## config.mk

```make
export PLATFORM = sky130hd
export DESIGN_NAME = mem_image_loader
export DESIGN_NICKNAME = d
export VERILOG_FILES = /design/src/rtl/mem_image_loader.sv
export SDC_FILE = /design/constraint.sdc
export NUM_CORES = 1
export LEC_CHECK = 0
export CORE_ASPECT_RATIO = 0.7
export CORE_UTILIZATION = 30
export DETAILED_ROUTE_END_ITERATION = 6
export HOLD_SLACK_MARGIN = 0.1
export PLACE_DENSITY = 0.57
export SLEW_MARGIN = 20
export SYNTH_ARGS = -nofsm -noshare
export SYNTH_HDL_FRONTEND = slang
export SYNTH_SLANG_ARGS = --single-unit
```

## constraint.sdc

```tcl
create_clock -name clk -period 3.1 [get_ports clk]
set_input_delay 0.62 -clock clk [delete_from_list [all_inputs] [get_ports clk]]
set_output_delay 0.62 -clock clk [all_outputs]
set_load 0.01 [all_outputs]
```

## src/rtl/mem_image_loader.sv

```systemverilog
// mem_image_loader: copies a byte image from a read-only source into the banked
// main-memory array. The destination byte address is split as {row, line, col, byte}.
// Source bytes are fetched one per cycle and packed into a word. The packed word
// is then written with per-lane enables.
// Optional feature macro: MEM_IMAGE_LOADER_CKSUM_EN
//   defined   -> cksum is a 16-bit running sum of every byte actually written
//   undefined -> cksum is tied to 0
module mem_image_loader #(
   parameter  int ROW_W  = 3,
   parameter  int COL_W  = 3,
   parameter  int LINE_W = 7,
   parameter  int BIDX_W = 2,
   parameter  int SRC_AW = 12,
   localparam int ADDR_W = ROW_W + LINE_W + COL_W + BIDX_W,
   localparam int BYTES  = 2 ** BIDX_W
) (
   input  logic                clk,
   input  logic                rst_n,
   input  logic                start,
   input  logic                abort,
   input  logic [ADDR_W-1:0]   base_addr,
   input  logic [SRC_AW-1:0]   src_base,
   input  logic [ADDR_W:0]     num_bytes,
   output logic                src_req,
   output logic [SRC_AW-1:0]   src_addr,
   input  logic [7:0]          src_data,
   output logic                mem_wr_req,
   input  logic                mem_wr_ack,
   output logic [ROW_W-1:0]    mem_row,
   output logic [COL_W-1:0]    mem_col,
   output logic [LINE_W-1:0]   mem_line,
   output logic [BYTES-1:0]    mem_be,
   output logic [8*BYTES-1:0]  mem_wdata,
   output logic                busy,
   output logic                done,
   output logic                error,
   output logic [15:0]         cksum
);

   localparam int                WORD_W    = ADDR_W - BIDX_W;
   localparam logic [BIDX_W-1:0] LAST_LANE = '1;
   localparam logic [ADDR_W+1:0] LIMIT     = {2'b01, {ADDR_W{1'b0}}};

   typedef enum logic [2:0] {IDLE, CHECK, FETCH, WRITE, DONE} state_t;

   state_t                  state;
   logic [WORD_W-1:0]       word_q;    // {row, line, col} of the word being built
   logic [BIDX_W-1:0]       lane_q;    // lane of the next byte to request
   logic [ADDR_W:0]         rem_q;     // bytes not yet requested
   logic                    vld_p1;    // a source byte arrives this cycle
   logic [BIDX_W-1:0]       lane_p1;   // lane that arriving byte belongs to
   logic                    abort_q;   // abort seen while a write is pending
   logic [BYTES-1:0][7:0]   pack_q;
   logic [BYTES-1:0]        be_q;
   logic [ADDR_W+1:0]       end_addr;
   logic                    range_err;

   // One past the last destination byte; must not exceed the array size
   assign end_addr  = {2'b00, word_q, lane_q} + {1'b0, rem_q};
   assign range_err = end_addr > LIMIT;

   assign mem_wdata = pack_q;
   assign mem_be    = be_q;
   assign mem_col   = word_q[COL_W-1:0];
   assign mem_line  = word_q[COL_W +: LINE_W];
   assign mem_row   = word_q[COL_W+LINE_W +: ROW_W];

`ifdef MEM_IMAGE_LOADER_CKSUM_EN
   logic [15:0] cksum_q;
   assign cksum = cksum_q;

   // Modulo-2^16 sum of the enabled lanes of a word
   function automatic logic [15:0] ck_add(input logic [15:0] sum,
                                          input logic [BYTES-1:0][7:0] d,
                                          input logic [BYTES-1:0] be);
      logic [15:0] s;
      s = sum;
      for (int i = 0; i < BYTES; i++)
         if (be[i]) s = s + {8'h00, d[i]};
      return s;
   endfunction
`else
   assign cksum = '0;
`endif

   // Copy sequencer: CHECK validates the request, FETCH streams bytes into the
   // pack register, WRITE holds the word until acknowledged
   always_ff @(posedge clk or negedge rst_n) begin
      if (!rst_n) begin
         state      <= IDLE;
         word_q     <= '0;
         lane_q     <= '0;
         rem_q      <= '0;
         vld_p1     <= 1'b0;
         lane_p1    <= '0;
         abort_q    <= 1'b0;
         pack_q     <= '0;
         be_q       <= '0;
         src_req    <= 1'b0;
         src_addr   <= '0;
         mem_wr_req <= 1'b0;
         busy       <= 1'b0;
         done       <= 1'b0;
         error      <= 1'b0;
`ifdef MEM_IMAGE_LOADER_CKSUM_EN
         cksum_q    <= '0;
`endif
      end else begin
         done <= 1'b0;
         case (state)
            IDLE: begin
               if (start) begin
                  state    <= CHECK;
                  busy     <= 1'b1;
                  error    <= 1'b0;
                  abort_q  <= 1'b0;
                  word_q   <= base_addr[ADDR_W-1:BIDX_W];
                  lane_q   <= base_addr[BIDX_W-1:0];
                  rem_q    <= num_bytes;
                  src_addr <= src_base;
`ifdef MEM_IMAGE_LOADER_CKSUM_EN
                  cksum_q  <= '0;
`endif
               end
            end
            CHECK: begin
               if (rem_q == 0) begin
                  state <= DONE;
                  busy  <= 1'b0;
                  done  <= 1'b1;
               end else if (range_err) begin
                  state <= DONE;
                  busy  <= 1'b0;
                  done  <= 1'b1;
                  error <= 1'b1;
               end else begin
                  state   <= FETCH;
                  src_req <= 1'b1;
               end
            end
            FETCH: begin
               // capture the byte requested last cycle
               if (vld_p1) begin
                  pack_q[lane_p1] <= src_data;
                  be_q[lane_p1]   <= 1'b1;
               end
               vld_p1  <= src_req;
               lane_p1 <= lane_q;
               if (abort) begin
                  // partial word is dropped, nothing is written
                  state   <= DONE;
                  busy    <= 1'b0;
                  done    <= 1'b1;
                  src_req <= 1'b0;
                  vld_p1  <= 1'b0;
                  pack_q  <= '0;
                  be_q    <= '0;
               end else if (src_req) begin
                  src_addr <= src_addr + 1'b1;
                  rem_q    <= rem_q - 1'b1;
                  if (lane_q == LAST_LANE || rem_q == 1)
                     src_req <= 1'b0;
                  else
                     lane_q <= lane_q + 1'b1;
               end else if (vld_p1) begin
                  state      <= WRITE;
                  mem_wr_req <= 1'b1;
               end
            end
            WRITE: begin
               if (abort) abort_q <= 1'b1;
               if (mem_wr_ack) begin
                  mem_wr_req <= 1'b0;
                  pack_q     <= '0;
                  be_q       <= '0;
`ifdef MEM_IMAGE_LOADER_CKSUM_EN
                  cksum_q    <= ck_add(cksum_q, pack_q, be_q);
`endif
                  if (rem_q != 0 && !abort && !abort_q) begin
                     state   <= FETCH;
                     word_q  <= word_q + 1'b1;
                     lane_q  <= '0;
                     src_req <= 1'b1;
                  end else begin
                     state <= DONE;
                     busy  <= 1'b0;
                     done  <= 1'b1;
                  end
               end
            end
            DONE: begin
               state <= IDLE;
            end
            default: begin
               state <= IDLE;
            end
         endcase
      end
   end

endmodule
```

==> metrics list <==
- Number of synthesized register bits: approximately 90
* Required time reported for the critical path endpoint: ~3.4 ns
* Die Y-Extent: 116.2 um
- Number of vias per cell after detailed routing: 5.200
* Total via count after detailed routing: about 5.3k
* Post-Route Setup TNS: 0 ns
- Clk root buf: sky130_fd_sc_hd__clkbuf_16
* Headroom to the max-slew limit: a little over two fifths
- Total number of H-tree levels: 3
* PortBufs: around 120
- Compared with the post-synthesis result, the final layout area differs by 33.64%.
* Starting density of the core: a little under a third
- Setup CP Type: register to register
- On the critical path the largest part of the delay comes from simple AND/OR/NAND/NOR gates.
* CTS tree: yes
- The worst-case IR drop observed on VDD is around 350 uV.
* Setup-violating endpoint count in the final report: 0
- Dividing the detail-routed wire length by the instance count gives 16.82 um.
- The initial antenna violation count came to 0.
- Element type at the critical path end: register
* Leakage: about 3 nW
- For this run, the register share of the synthesized area comes to 40.73%.
* Result of the run: finished, final reports clean
- Crit path buffers/inverters: 3
- Worst reg2reg setup slack: around 0.21 ns
* Depth of the worst register-to-register path: 13
- Placement row count: 41
* Hold_buf cts: 0
* Overall track demand over capacity in global routing: a little under a fifth
* Pwr Density: 1049 nW/um^2
- DRC viols: 0
* Clock Path Buffers: 2
- Derived from the worst setup path, the maximum achievable clock frequency is 346.3 MHz.
- Cells after synthesis: 641
- The number of global-route vias before repair came to 4,822.
- For this run, the leading register cell type out of synthesis is sky130_fd_sc_hd__dfrtp_1.
- Across the whole layout, storage elements account for approximately 2300 um^2.
- Synthesis instantiated 68 different standard cells from the library.
- Largest fanout on the critical path: 27
- Net total in the final layout: 849
- Total power for the finished layout comes to 7.837 mW.
- Diodes inserted: 0
- Final-layout fill cell count: 1,804
* Die ar.: between 15,000 and 20,000 um^2
- In this run the standard cell core region covers 18,110 um^2.
* Data arrival time of the critical path: around 3.1 ns
* Clock buffer count from CTS: 9
- Setup repair after global routing missed its margin: false
- The HPWL after detailed placement is 12,600 um.
* Clock slew at the register clock pins of the worst setup and hold paths: 0.08 ns
- The synthesized design contains 0 enable-type register cells.
- The worst setup path is launched from a register.
* Violation count after the first detailed-route iteration: just over 400
- At the end of the flow the core is filled with cells to 41.26%.
* Cell with the largest stage delay on the worst path: sky130_fd_sc_hd__dfrtp_1
- The library cell used most frequently in the layout, excluding fill and tap cells, is sky130_fd_sc_hd__clkdlybuf4s50_1.
- Before antenna repair, the detailed router went through 5 iterations.
- Layout cells sized above 1: about a tenth
- Maximum cell stage delay along the critical path: approximately 0.39 ns
- The most numerous cell type found on the critical path is sky130_fd_sc_hd__nor3_1.
- Traced cell by cell, the critical path runs through buf_4 > inv_1 > ha_1 > or3b_1 > or3_1 > nor4_4 > nor3_1 > nor2_2 > a211o_1 > buf_12 > nor3_1 > a21oi_2 > o21ai_2.
* End of the worst register-to-register path: word_q[0]
- During synthesis, Yosys emitted a total of 0 warnings.
- Weighted congestion reported at the end of routability-driven placement: 0.8722
- The die is 165.2 um wide.
- Slew Viols, Final: 0
- The first global-routing pass estimated 27,310 um of wire.
- Sum of overflow across all layers after global routing: 0
- The startpoint identified for the worst register-to-register timing path is rem_q[0].
- Part of the cycle the worst path needs: slightly above 90%
* CTS sink count: 91
- Entering global routing, the biggest net connects 51 pins.
- Worst-Margin Slew: 0.8631 ns
* Clock latency reported for the late side of the worst-skew pair: 0.36 ns
- In this run the worst hold path is classified as input pin to async pin.
- Total wirelength of the detailed-routed design: 17,040 um
* Proportion of register bits with asynchronous set or reset after synthesis: 100.0%
- Summing all multi-input logic gate instances after layout gives 3092 um^2.
- Number of hold violations in the final report: 0
* Number of ports placed on the die boundary: 138
- In the layout the commonest cells are sky130_fd_sc_hd__clkdlybuf4s50_1 (120), sky130_fd_sc_hd__dfrtp_1 (90), sky130_fd_sc_hd__a21oi_1 (71).
- Time the worst path needs with I/O delays and setup: 2.888 ns
* Synthesized area per cell: 8.721 um^2
- Detail Route Antenna Nets: 0
- Synthesized cell area: about 5600 um^2
- Setup Skew: 0.009254 ns
* Max-cap violations: 0
-- layer usage --
layer	vias up	wire length [um]	track usage (%)
met5	-	0	0
li1	2623	-	-
met4	0	152	3.853
met2	141	6705	24.27
met3	10	847	3.480
met1	2494	9336	30.26
-- cells in the mapped netlist, types with 4 or more instances --
cell	n	share of area [%]
sky130_fd_sc_hd__dfrtp_1	91	41
sky130_fd_sc_hd__a21oi_1	71	6.4
sky130_fd_sc_hd__o22ai_1	11	1.2
sky130_fd_sc_hd__nor2_1	64	4.3
sky130_fd_sc_hd__a31oi_1	9	1.0
sky130_fd_sc_hd__nand2_1	52	3.5
sky130_fd_sc_hd__nor4_1	9	1.0
sky130_fd_sc_hd__o21ai_0	54	4.8
sky130_fd_sc_hd__buf_1	4	0.27
sky130_fd_sc_hd__inv_1	15	1.0
sky130_fd_sc_hd__o22a_1	5	0.78
sky130_fd_sc_hd__nand2b_1	4	0.45
sky130_fd_sc_hd__xor2_1	6	0.94
sky130_fd_sc_hd__nor3_1	23	2.1
sky130_fd_sc_hd__or3_1	5	0.56
sky130_fd_sc_hd__o21ai_1	5	0.45
sky130_fd_sc_hd__nor2b_1	4	0.45
sky130_fd_sc_hd__buf_2	4	0.36
sky130_fd_sc_hd__o211ai_1	7	0.94
sky130_fd_sc_hd__a22o_1	32	5.0
sky130_fd_sc_hd__ha_1	20	4.5
sky130_fd_sc_hd__nand3_1	23	2.1
sky130_fd_sc_hd__o21ai_2	8	1.3
sky130_fd_sc_hd__nor3b_1	4	0.54
sky130_fd_sc_hd__clkbuf_1	18	1.2
sky130_fd_sc_hd__and3_1	9	1.0
sky130_fd_sc_hd__o21a_1	7	0.94
sky130_fd_sc_hd__buf_4	16	2.1
-- state kept, by name (all words and copies together), names as in the netlist, 2 cells and up --
register,flops
mem_wdata,32
rem_q,16
word_q,13
src_addr,12
mem_be,4
state,3
lane_p1,2
lane_q,2
-- worst reg2reg max path, delay by kind of cell, from the launching register on --
family          cells  cell delay [ns]
simple gates        6             1.48
buf+inv             3             0.39
flops               1             0.39
compound gates      3             0.36
fa+ha+maj           1             0.18
-- cell type report --
cell class | instances | area share, %
Inverter | 15 | 0.7536
Multi-Input combinational cell | 504 | 41.38
Timing Repair Buffer | 151 | 19.53
Clock buffer | 9 | 3.015
Sequential cell | 91 | 30.50
Clock inverter | 7 | 0.8709
Tap cell | 236 | 3.952
-- per-stage QoR --
| stage | hold WS, ns | worst slack [ns] | area [um^2] | std cells |
|---|---|---|---|---|
| detailed placement | 0.4905 | 0.06158 | 7128 | 996 |
| finish | 0.2514 | 0.2125 | 7471 | 1013 |
| floorplan | 0.3244 | 0.2602 | 5647 | 656 |
| CTS | 0.2639 | 0.04612 | 7418 | 1012 |
| global placement | 0.4842 | 0.08390 | 7128 | 996 |
| global route | 0.2907 | 0.0004434 | 7471 | 1013 |
-- cell families (layout without fill, tap and decap cells) --
group,Yosys count,in the layout,synth area share [%]
mux,2,2,0.3581
flops,91,91,40.73
simple gates,215,215,18.62
other cells,1,16,0.06708
compound gates,241,241,28.04
fa+ha+maj,21,21,4.834
buf+inv,61,182,5.931
xor+xnor,9,9,1.410
-- power by group --
group	leakage (nW)	internal (mW)	switching [mW]
combinational	1.79	2.08	2.42
sequential	1.15	1.67	0.559
clock	0.141	0.566	0.541
-- worst max path at each step --
stage | start | endpoint | slack (ns) | cells after the start
final | rem_q[0] | word_q[0] | 0.21 | 13
after global routing | lane_q[0] | busy | 0.0004 | 11
after CTS | lane_q[0] | busy | 0.05 | 11
after detailed placement | lane_q[0] | busy | 0.06 | 11
after global placement | lane_q[0] | busy | 0.08 | 11
after floorplan | lane_q[0] | src_req | 0.26 | 11
-- timing repair --
action	4_1_cts	5_1_grt
resized for setup	0	14
endpoints found under the setup margin	0	6
buffers inserted	0	1
Note: power is estimated with default switching activity, not from simulation.
